## src/rtl/seq_shifter.sv

```systemverilog
// Multi-cycle shifter: one bit per clock in RUN, result registered on completion.
// Optional build macro SEQ_SHIFTER_ROTATE_EN turns mode 2'b11 into rotate-left.
module seq_shifter #(
    parameter int unsigned WIDTH   = 32,
    parameter int unsigned SHAMT_W = $clog2(WIDTH)
) (
    input  logic               clk,
    input  logic               rst,
    input  logic               start,
    input  logic [WIDTH-1:0]   In,
    input  logic [SHAMT_W-1:0] shamt,
    input  logic [1:0]         mode,
    output logic               busy,
    output logic               done,
    output logic [WIDTH-1:0]   Out
);

    typedef enum logic [1:0] {
        IDLE = 2'd0,
        RUN  = 2'd1,
        DONE = 2'd2
    } state_t;

    state_t             state_q, state_nxt;
    logic [WIDTH-1:0]   work_q, work_nxt, step;
    logic [SHAMT_W-1:0] cnt_q, cnt_nxt;
    logic [1:0]         mode_q, mode_nxt;

    // Single-bit move of the working register for the captured mode.
    always_comb begin
        step = {work_q[WIDTH-2:0], 1'b0};
        case (mode_q)
            2'b01:   step = {1'b0, work_q[WIDTH-1:1]};
            2'b10:   step = {work_q[WIDTH-1], work_q[WIDTH-1:1]};
`ifdef SEQ_SHIFTER_ROTATE_EN
            2'b11:   step = {work_q[WIDTH-2:0], work_q[WIDTH-1]};
`endif
            default: step = {work_q[WIDTH-2:0], 1'b0};
        endcase
    end

    // Next-state and datapath update.
    always_comb begin
        state_nxt = state_q;
        work_nxt  = work_q;
        cnt_nxt   = cnt_q;
        mode_nxt  = mode_q;
        case (state_q)
            IDLE: begin
                if (start) begin
                    work_nxt  = In;
                    cnt_nxt   = shamt;
                    mode_nxt  = mode;
                    state_nxt = (shamt == '0) ? DONE : RUN;
                end
            end
            RUN: begin
                work_nxt = step;
                cnt_nxt  = cnt_q - SHAMT_W'(1);
                if (cnt_q == SHAMT_W'(1)) begin
                    state_nxt = DONE;
                end
            end
            DONE:    state_nxt = IDLE;
            default: state_nxt = IDLE;
        endcase
    end

    // Outputs are registered off the next state so they line up with the state they describe.
    always_ff @(posedge clk or posedge rst) begin
        if (rst) begin
            state_q <= IDLE;
            work_q  <= '0;
            cnt_q   <= '0;
            mode_q  <= 2'b00;
            busy    <= 1'b0;
            done    <= 1'b0;
            Out     <= '0;
        end else begin
            state_q <= state_nxt;
            work_q  <= work_nxt;
            cnt_q   <= cnt_nxt;
            mode_q  <= mode_nxt;
            busy    <= (state_nxt != IDLE);
            done    <= (state_nxt == DONE);
            if (state_nxt == DONE) begin
                Out <= work_nxt;
            end
        end
    end

endmodule

```

## config.mk

```make
export PLATFORM = sky130hd
export DESIGN_NAME = seq_shifter
export DESIGN_NICKNAME = d
export VERILOG_FILES = /design/src/rtl/seq_shifter.sv
export SDC_FILE = /design/constraint.sdc
export NUM_CORES = 1
export LEC_CHECK = 0
export CAP_MARGIN = 15
export CORE_UTILIZATION = 56
export CTS_BUF_LIST = sky130_fd_sc_hd__clkbuf_16
export DETAILED_ROUTE_END_ITERATION = 10
export GPL_TIMING_DRIVEN = 0
export MAX_ROUTING_LAYER = met4
export PLACE_DENSITY = 0.88
export SLEW_MARGIN = 10
export SYNTH_ARGS = -nofsm -noshare
export SYNTH_HDL_FRONTEND = slang
export SYNTH_SLANG_ARGS = --single-unit
```

## constraint.sdc

```tcl
create_clock -name clk -period 4.1 [get_ports clk]
set_input_delay 1.23 -clock clk [delete_from_list [all_inputs] [get_ports clk]]
set_output_delay 1.23 -clock clk [all_outputs]
set_load 0.1 [all_outputs]
```

After elaboration in Yosys (flattened, before gate mapping)
Index checks and enable logic that the tools add are counted.
{"block": "totals", "regBits": 75, "elab_cells": 29, "input_bits": 42, "output_inout_bits": 34}
{"block": "op_classes", "eq_ne": 6, "n_mux": 9, "addsub": 1, "reduce_logical": 6}
{"op": "$pmux W32 S2", "count": 2}
{"op": "$mux W32", "count": 1}
{"op": "$pmux W5 S2", "count": 1}
{"op": "$mux W2", "count": 3}
{"op": "$eq A5 B1 Y1 const B", "count": 1}
{"op": "$logic_not A5 Y1", "count": 1}
{"op": "$mux W5", "count": 1}
{"op": "$sub A5 B1 Y5 const B", "count": 1}
{"op": "$eq A2 B1 Y1 const B", "count": 2}
{"op": "$eq A2 B2 Y1 const B", "count": 2}
{"op": "$pmux W2 S2", "count": 1}
{"op": "$reduce_and A2 Y1", "count": 2}
{"op": "$reduce_bool A2 Y1", "count": 2}
{"op": "$logic_not A2 Y1", "count": 1}
{"op": "$ne A2 B2 Y1 const B", "count": 1}

Longest topological paths before layout
Gate-level depths: netlist of the first run.
{"block": "depth", "word_depth": 5, "ltp_mapped": 8}

Worst setup path after synthesis of the first run
Ideal clock, no wire load.
{"block": "synth_path", "path_kind": "input to register", "start": "input port start", "end": "register Out[20]", "stages": 6, "slack_ps": 1584, "arrival_ps": 2391, "setup_time_ps": 125, "path_buffers": 2, "path_cell_list": "buf_2 nor2b_4 a32oi_4 nor2_8 buf_4 mux2_2"}
{"block": "synth_between", "elab_chain_len": 3, "word_cells_on_any_way": 5, "cone_classes": "eq/ne (1); mux (4)"}
{"item": "from (decl)", "line": "9", "rtl": "input logic start,"}
{"item": "$mux W2", "line": "50", "rtl": "if (start) begin"}
{"item": "$pmux W2 S2", "line": "48", "rtl": "case (state_q)"}
{"item": "$eq A2 B2 Y1", "line": "86", "rtl": "if (state_nxt == DONE) begin"}
{"item": "to (signal assigned)", "line": "87", "rtl": "Out <= work_nxt;"}
{"item": "to (decl)", "line": "15", "rtl": "output logic [WIDTH-1:0] Out"}
Parallel ways exist; a longest one is shown, timed or not.
A chain may end at the register's enable or synchronous reset.

Worst setup path after layout of the first run
{"block": "layout_path", "start": "register Out[11]", "end": "output port Out[11]"}
No word-level cell between the ends.

==> results of run 1 <==
-- state kept, by name, summed over array words and instances, names as in the netlist --
name and cells:
Out 32, work_q 32, busy 1, done 1, state_q 2, cnt_q 5
mode_q 2
-- layout make-up --
cell class,instances,share of cell area [%]
Clock buffer,9,4.324
Inverter,34,2.498
Timing Repair Buffer,75,14.75
Buffer,28,4.108
Multi-Input combinational cell,181,34.66
Clock inverter,7,1.321
Tap cell,96,2.306
Sequential cell,75,36.03
-- metrics by stage --
step	TNS [ns]	std cells	instance area, sq um
finish	0	505	5209
global placement	-16.44	488	4885
detailed placement	0	489	4915
CTS	0	505	5209
global route	0	505	5209
floorplan	0	318	4024
-- logic make-up (layout without fill, tap and decap cells) --
group                      count (synthesis)  in the layout  share of synthesized area, %
AOI/OAI and AO/OA                        111            111                         29.20
DFF                                       75             75                         46.64
muxes                                     32             32                         9.235
adders and majority gates                  4              4                         1.244
buffers and inverters                     62            153                         8.489
and+or+nand+nor                           34             34                         5.193
-- cell usage after synthesis, types with 4 or more instances --
| master | number | area share, % |
|---|---|---|
| a32oi_1 | 6 | 1.3 |
| buf_6 | 6 | 1.7 |
| dfrtp_1 | 75 | 47 |
| nor2_1 | 8 | 0.75 |
| inv_1 | 31 | 2.9 |
| mux2_2 | 27 | 7.6 |
| a21oi_1 | 5 | 0.62 |
| o22ai_1 | 28 | 4.4 |
| ha_1 | 4 | 1.2 |
| nand2_1 | 10 | 0.93 |
| a221oi_1 | 4 | 0.87 |
| buf_2 | 9 | 1.1 |
| buf_4 | 7 | 1.3 |
| o21ai_1 | 4 | 0.50 |
| a221oi_2 | 48 | 18 |
-- worst reg2reg max path: stages, from the launching register on --
cell and delay, ns:
dfrtp_1 0.35, inv_1 0.06, ha_1 0.41, o21ba_1 0.19, buf_6 0.15, buf_6 0.17
a221oi_2 0.30, a221oi_2 0.08, mux2_2 0.27
-- metal layers --
metal | global-route usage (%) | up-vias | routed length, microns | part of all wire [%]
li1 | - | 1407 | - | -
met1 | 38.08 | 1579 | 4294 | 42
met2 | 47.19 | 175 | 4971 | 49
met3 | 5.143 | 24 | 714 | 7.0
met4 | 13.64 | 0 | 217 | 2.1
met5 | - | - | 0 | 0
-- path summary, 6_finish.rpt --
path	end	slack [ns]	cells after the start
worst min-delay path	Out[1]	0.50	1
min in group asynchronous	Out[30]	1.20	2
max in group asynchronous	Out[20]	2.34	3
worst min register to register	Out[1]	0.50	1
worst max-delay path	Out[11]	1.02	1
worst max register to register	Out[17]	2.00	8
==> metrics, run 1 <==
Rel. slew slack 34.92%; Die Area 0.007528 sq mm; DR iter-0 viols 276; Crit path buffers/inverters 1; crit path kind reg2out; Hold Vio Cnt, Final 0; cell row count 30; syn nets 364; H-tree levels 3; ANT cells 0; Final Max Tran Viols 0; Storage cell area 0.001877 sq mm; WL final 10200 microns; core area 0.006869 sq mm; most frequent cells in the layout dfrtp_1, clkdlybuf4s50_1, a221oi_2; via count 3185; Main synth FF type dfrtp_1; Yosys reg bits 75; DRC viols 0; quantity of gates resized following cts 0; antenna-violating nets left 0; Final setup viols 0; Top Ports 76; hold_ws 0.4984 ns; RSZ-0062 raised after global routing no; GR Overflow Total 0; initial antenna violation count 0; post-CTS setup buffer count 0; post-synthesis sequential area ratio 46.64%; Clock Latency Late Sink 0.33 ns; minimum clock period 3.080 ns; crit path cell chain clkdlybuf4s50_1; vias in the first global route 3228; fin util 75.83%; clk buf depth 2; Total GRT Usage 29.98%; Async SR Flop Fraction 100.0%; clk slew on worst S/H paths 0.06 ns; Worst-Margin Slew 0.9731 ns; nets 450; Initial Util 58.58%; first-pass GRT wire length 16570 microns; detailed placement HPWL 6985 microns; Mapped Area 0.004024 sq mm; post-route setup slack 1.020 ns; Synthesis Warnings 0; Avg Cell Area, Syn 12.65 sq um; Hold WC Path Type reg2reg; Root Driver clkbuf_16; CP required 2.87 ns; post-synth cell types 43; Startpoint Class register; share of cells above drive strength 1 32.03%; vias per inst 6.307; Post-Synthesis Cells 318; max cap viols 0; Die W 86.77 microns; largest net degree at the start of global routing 55; Die Y 86.77 microns; hold_buf cts 0; Worst Setup SP Out[11]; Routed wire per std cell 20.19 microns; f_max 324.7 MHz; TritonCTS Sinks 75; CTS tree built; most common cell after layout, fill and taps aside dfrtp_1; Crit Path Max Fanout 2; Synth-to-Final Area Change 29.45%; skew final 0.005800 ns; worst reg2reg path startpoint mode_q[0]; number of synthesized flops with an enable pin 0; part of the cycle the worst path needs 75.12%; TritonCTS buffer count 9; cell family with most CP delay buffers and inverters; max incr delay on CP 1.14 ns; routability cong. 0.9066; Port Buffers 74; number of iterations in the first detailed-routing pass 5; footprint of the multi-input gates 0.001805 sq mm; status complete, no violations; Critical Path End Type primary output; WP data arrival 1.85 ns; Setup WS pre-CTS 1.025 ns; CP max stage cell clkdlybuf4s50_1; filler instances 461; hold path startpoint Out[1]
Power of run 1 is not shown: default switching activity piles up to over one toggle a cycle in this logic, so the estimate is an artifact.
==> inputs of run 2 (changes only) <==
Settings changed: CORE_UTILIZATION 56 to 47, PLACE_DENSITY 0.88 to 0.79.
Clock period 4.1 ns to 2.5 ns, I/O delays scaled along.
==> metrics, run 2 (same netlist as run 1, synthesis figures left out) <==
share of cells above drive strength 1 32.20%; cell row count 33; TritonCTS buffer count 9; RSZ-0062 raised after global routing no; Worst-Margin Slew 0.9705 ns; routability cong. 0.9116; Clock Latency Late Sink 0.34 ns; post-route setup slack 0.1893 ns; DRC viols 0; flop2flop setup slack 0.40 ns; Critical Path End Type primary output; Final Max Tran Viols 0; vias per inst 6.025; Setup WS pre-CTS -0.1161 ns; Post-DP Area 0.004947 sq mm; GR Overflow Total 0; Startpoint Class register; Die Area 0.008935 sq mm; Final Cell Area 0.005254 sq mm; Total GRT Usage 24.64%; Reg2Reg Depth 8; largest net degree at the start of global routing 33; hold_buf cts 0; Routed wire per std cell 18.95 microns; most frequent cells in the layout dfrtp_1, a221oi_2, clkdlybuf4s50_1; core area 0.008258 sq mm; clk slew on worst S/H paths 0.06 ns; CP required 1.75 ns; max cap viols 0; skew final 0.006340 ns; worst reg2reg path startpoint mode_q[0]; minimum clock period 2.311 ns; Die W 94.53 microns; Crit path buffers/inverters 1; Top Ports 76; initial antenna violation count 0; crit path kind reg2out; FF-to-FF End Out[6]; f_max 432.8 MHz; fin util 63.62%; filler instances 651; crit path cell chain dlygate4sd2_1; status complete, no violations; Rel. slew slack 35.56%; nets 451; max incr delay on CP 0.86 ns; via count 3103; Hold Vio Cnt, Final 0; CP max stage cell dlygate4sd2_1; TritonCTS Sinks 75; setup tns final 0 ns; WL final 9758 microns; clk buf depth 2; Root Driver clkbuf_16; antenna-violating nets left 0; Die Y 94.53 microns; DR iter-0 viols 156; cell family with most CP delay buffers and inverters; Largest regs Out (32), work_q (32), cnt_q (5); hold path startpoint Out[4]; first-pass GRT wire length 16270 microns; CTS tree built; H-tree levels 3; Synth-to-Final Area Change 30.57%; ANT cells 0; Final setup viols 0; most common cell after layout, fill and taps aside dfrtp_1; Initial Util 48.73%; WP data arrival 1.56 ns; Worst Setup SP Out[1]; Crit Path Max Fanout 2; vias in the first global route 3209; Worst Setup EP Out[1]; Hold WC Path Type reg2reg; part of the cycle the worst path needs 92.43%; number of iterations in the first detailed-routing pass 4; detailed placement HPWL 6874 microns; WP depth 1; Port Buffers 74
-- run 2: per-layer routing --
layer,vias to the layer above,share of wire (%),wire length [microns],track usage (%)
li1,1405,-,-,-
met1,1561,46,4443,32.39
met2,119,47,4564,36.84
met3,18,5.7,559,4.106
met4,0,2.0,191,12.37
met5,-,0,0,-
-- run 2: metrics by stage --
| stage | cells | hold slack (ns) |
|---|---|---|
| 2_1_floorplan | 318 | 0.5071 |
| 3_3_place_gp | 497 | 0.4744 |
| 3_5_place_dp | 499 | 0.4871 |
| 4_1_cts | 515 | 0.4956 |
| 5_1_grt | 515 | 0.5209 |
| 6_report | 515 | 0.4920 |
-- run 2: worst min path at each step --
stage	to	slack [ns]	depth (start not counted)
after global routing	Out[0]	0.52	1
after detailed placement	Out[4]	0.49	1
after global placement	Out[1]	0.47	1
after floorplan	work_q[3]	0.51	2
final	Out[4]	0.49	1
after CTS	Out[4]	0.50	1
-- run 2: what timing repair did --
item / in CTS / in global routing
resized for setup: 34 / 0
setup endpoints to repair: 34 / 0
setup buffers: 0 / 0
-- run 2: final cells by class --
cell class / count / area (sq um) / area share [%]
Buffer: 28 / 214.0 / 4.072
Tap cell: 105 / 131.4 / 2.501
Sequential cell: 75 / 1877 / 35.72
Clock inverter: 7 / 123.9 / 2.358
Multi-Input combinational cell: 181 / 1805 / 34.37
Inverter: 34 / 131.4 / 2.501
Timing Repair Buffer: 76 / 745.7 / 14.19
Clock buffer: 9 / 225.2 / 4.287
Power of run 2 is left out for the same reason.
==> inputs of run 3 (changes only) <==
Settings changed: CORE_UTILIZATION 47 to 52, PLACE_DENSITY 0.79 to 0.8.
Clock period 2.5 ns to 2.4 ns, I/O delays scaled along.
==> metrics, run 3 (same netlist as run 1, synthesis figures left out) <==
DRC viols 0; hold_buf cts 0; clk slew on worst S/H paths 0.06 ns; crit path cell chain dlygate4sd2_1; Die W 89.97 microns; max cap viols 0; crit path kind reg2out; antenna-violating nets left 0; vias per inst 6.071; met3 track utilization from global routing 4.992%; Port Buffers 74; GR Overflow Total 0; hold path startpoint Out[4]; Largest regs Out (32), work_q (32), cnt_q (5); largest net degree at the start of global routing 37; post-CTS setup buffer count 0; Reg2Reg Depth 8; fin util 70.42%; Die Area 0.008094 sq mm; Hold Vio Cnt, Final 0; Worst-Margin Slew 0.9637 ns; vias in the first global route 3323; Rel. slew slack 36.01%; routability cong. 0.9197; cell row count 31; Crit Path Max Fanout 2; most frequent cells in the layout dfrtp_1, a221oi_2, clkdlybuf4s50_1; worst reg2reg path startpoint mode_q[0]; cell family with most CP delay buffers and inverters; core area 0.007370 sq mm; part of the cycle the worst path needs 94.85%; CP max stage cell dlygate4sd2_1; max incr delay on CP 0.86 ns; Top Usage Layer GRT met2; hold_ws 0.4896 ns; first-pass GRT wire length 16790 microns; detailed placement HPWL 7017 microns; H-tree levels 3; nets 451; Root Driver clkbuf_16; number of iterations in the first detailed-routing pass 5; met2 Usage GRT 43.01%; minimum clock period 2.276 ns; clk buf depth 2; flop2flop setup slack 0.32 ns; RSZ-0062 raised after global routing no; ANT cells 0; f_max 439.3 MHz; most common cell after layout, fill and taps aside dfrtp_1; quantity of gates resized following cts 34; WL final 9854 microns; share of cells above drive strength 1 31.95%; Die Y 89.97 microns; Top Ports 76; TritonCTS Sinks 75; via count 3090; CP required 1.68 ns; Synth-to-Final Area Change 28.98%; Initial Util 54.60%; Routed wire per std cell 19.36 microns; Crit path buffers/inverters 1; DR iter-0 viols 209; TritonCTS buffer count 9; Critical Path End Type primary output; hold endpoint Out[4]; WP data arrival 1.56 ns; Hold WC Path Type reg2reg; FF-to-FF End Out[6]; met1 Usage GRT 34.43%; Final Max Tran Viols 0; status complete, no violations; Final setup viols 0; CTS tree built; Final Cell Area 0.005190 sq mm; Total GRT Usage 26.98%; Hold Path Cell Cnt 1; setup tns final 0 ns; initial antenna violation count 0; Post-DP Area 0.004932 sq mm; skew final 0.006991 ns; Clock Latency Late Sink 0.34 ns; Startpoint Class register
==> run 3: cell count changes in the layout (fill, tap and decap cells not counted), sizes merged <==
cell and delta:
clkinv +1, bufinv -2, clkinvlp +1
==> run 3: per-stage QoR <==
| stage | instances | setup WS [ns] |
|---|---|---|
| finish | 509 | 0.1236 |
| global route | 509 | 0.08544 |
| CTS | 509 | 0.1188 |
| detailed placement | 493 | -0.1945 |
| global placement | 491 | -0.1544 |
| floorplan | 318 | 0.3938 |
==> run 3: layer usage <==
| metal | vias up | share of wire [%] |
|---|---|---|
| met5 | - | 0 |
| met4 | 0 | 1.4 |
| met3 | 11 | 5.8 |
| met2 | 124 | 49 |
| met1 | 1544 | 44 |
| li1 | 1411 | - |
==> run 3: layout make-up <==
| type | instances | area [sq um] |
|---|---|---|
| plain buffers | 28 | 214.0 |
| multi-input cells | 181 | 1805 |
| clock inverters | 7 | 75.07 |
| flip-flops and latches | 75 | 1877 |
| clock buffers | 9 | 225.2 |
| inverters | 34 | 131.4 |
| well taps | 99 | 123.9 |
| repair buffers | 76 | 738.2 |
| fillers | 554 | 2180 |
==> run 3: worst max-delay path by stage <==
stage | from | to | slack (ns) | cells past startpoint
floorplan | start | Out[20] | 0.39 | 6
global placement | shamt[0] | Out[22] | -0.15 | 6
detailed placement | shamt[0] | Out[27] | -0.19 | 6
CTS | Out[26] | Out[26] | 0.12 | 1
global route | shamt[0] | Out[29] | 0.09 | 6
finish | Out[11] | Out[11] | 0.12 | 1
Power of run 3 is left out for the same reason.
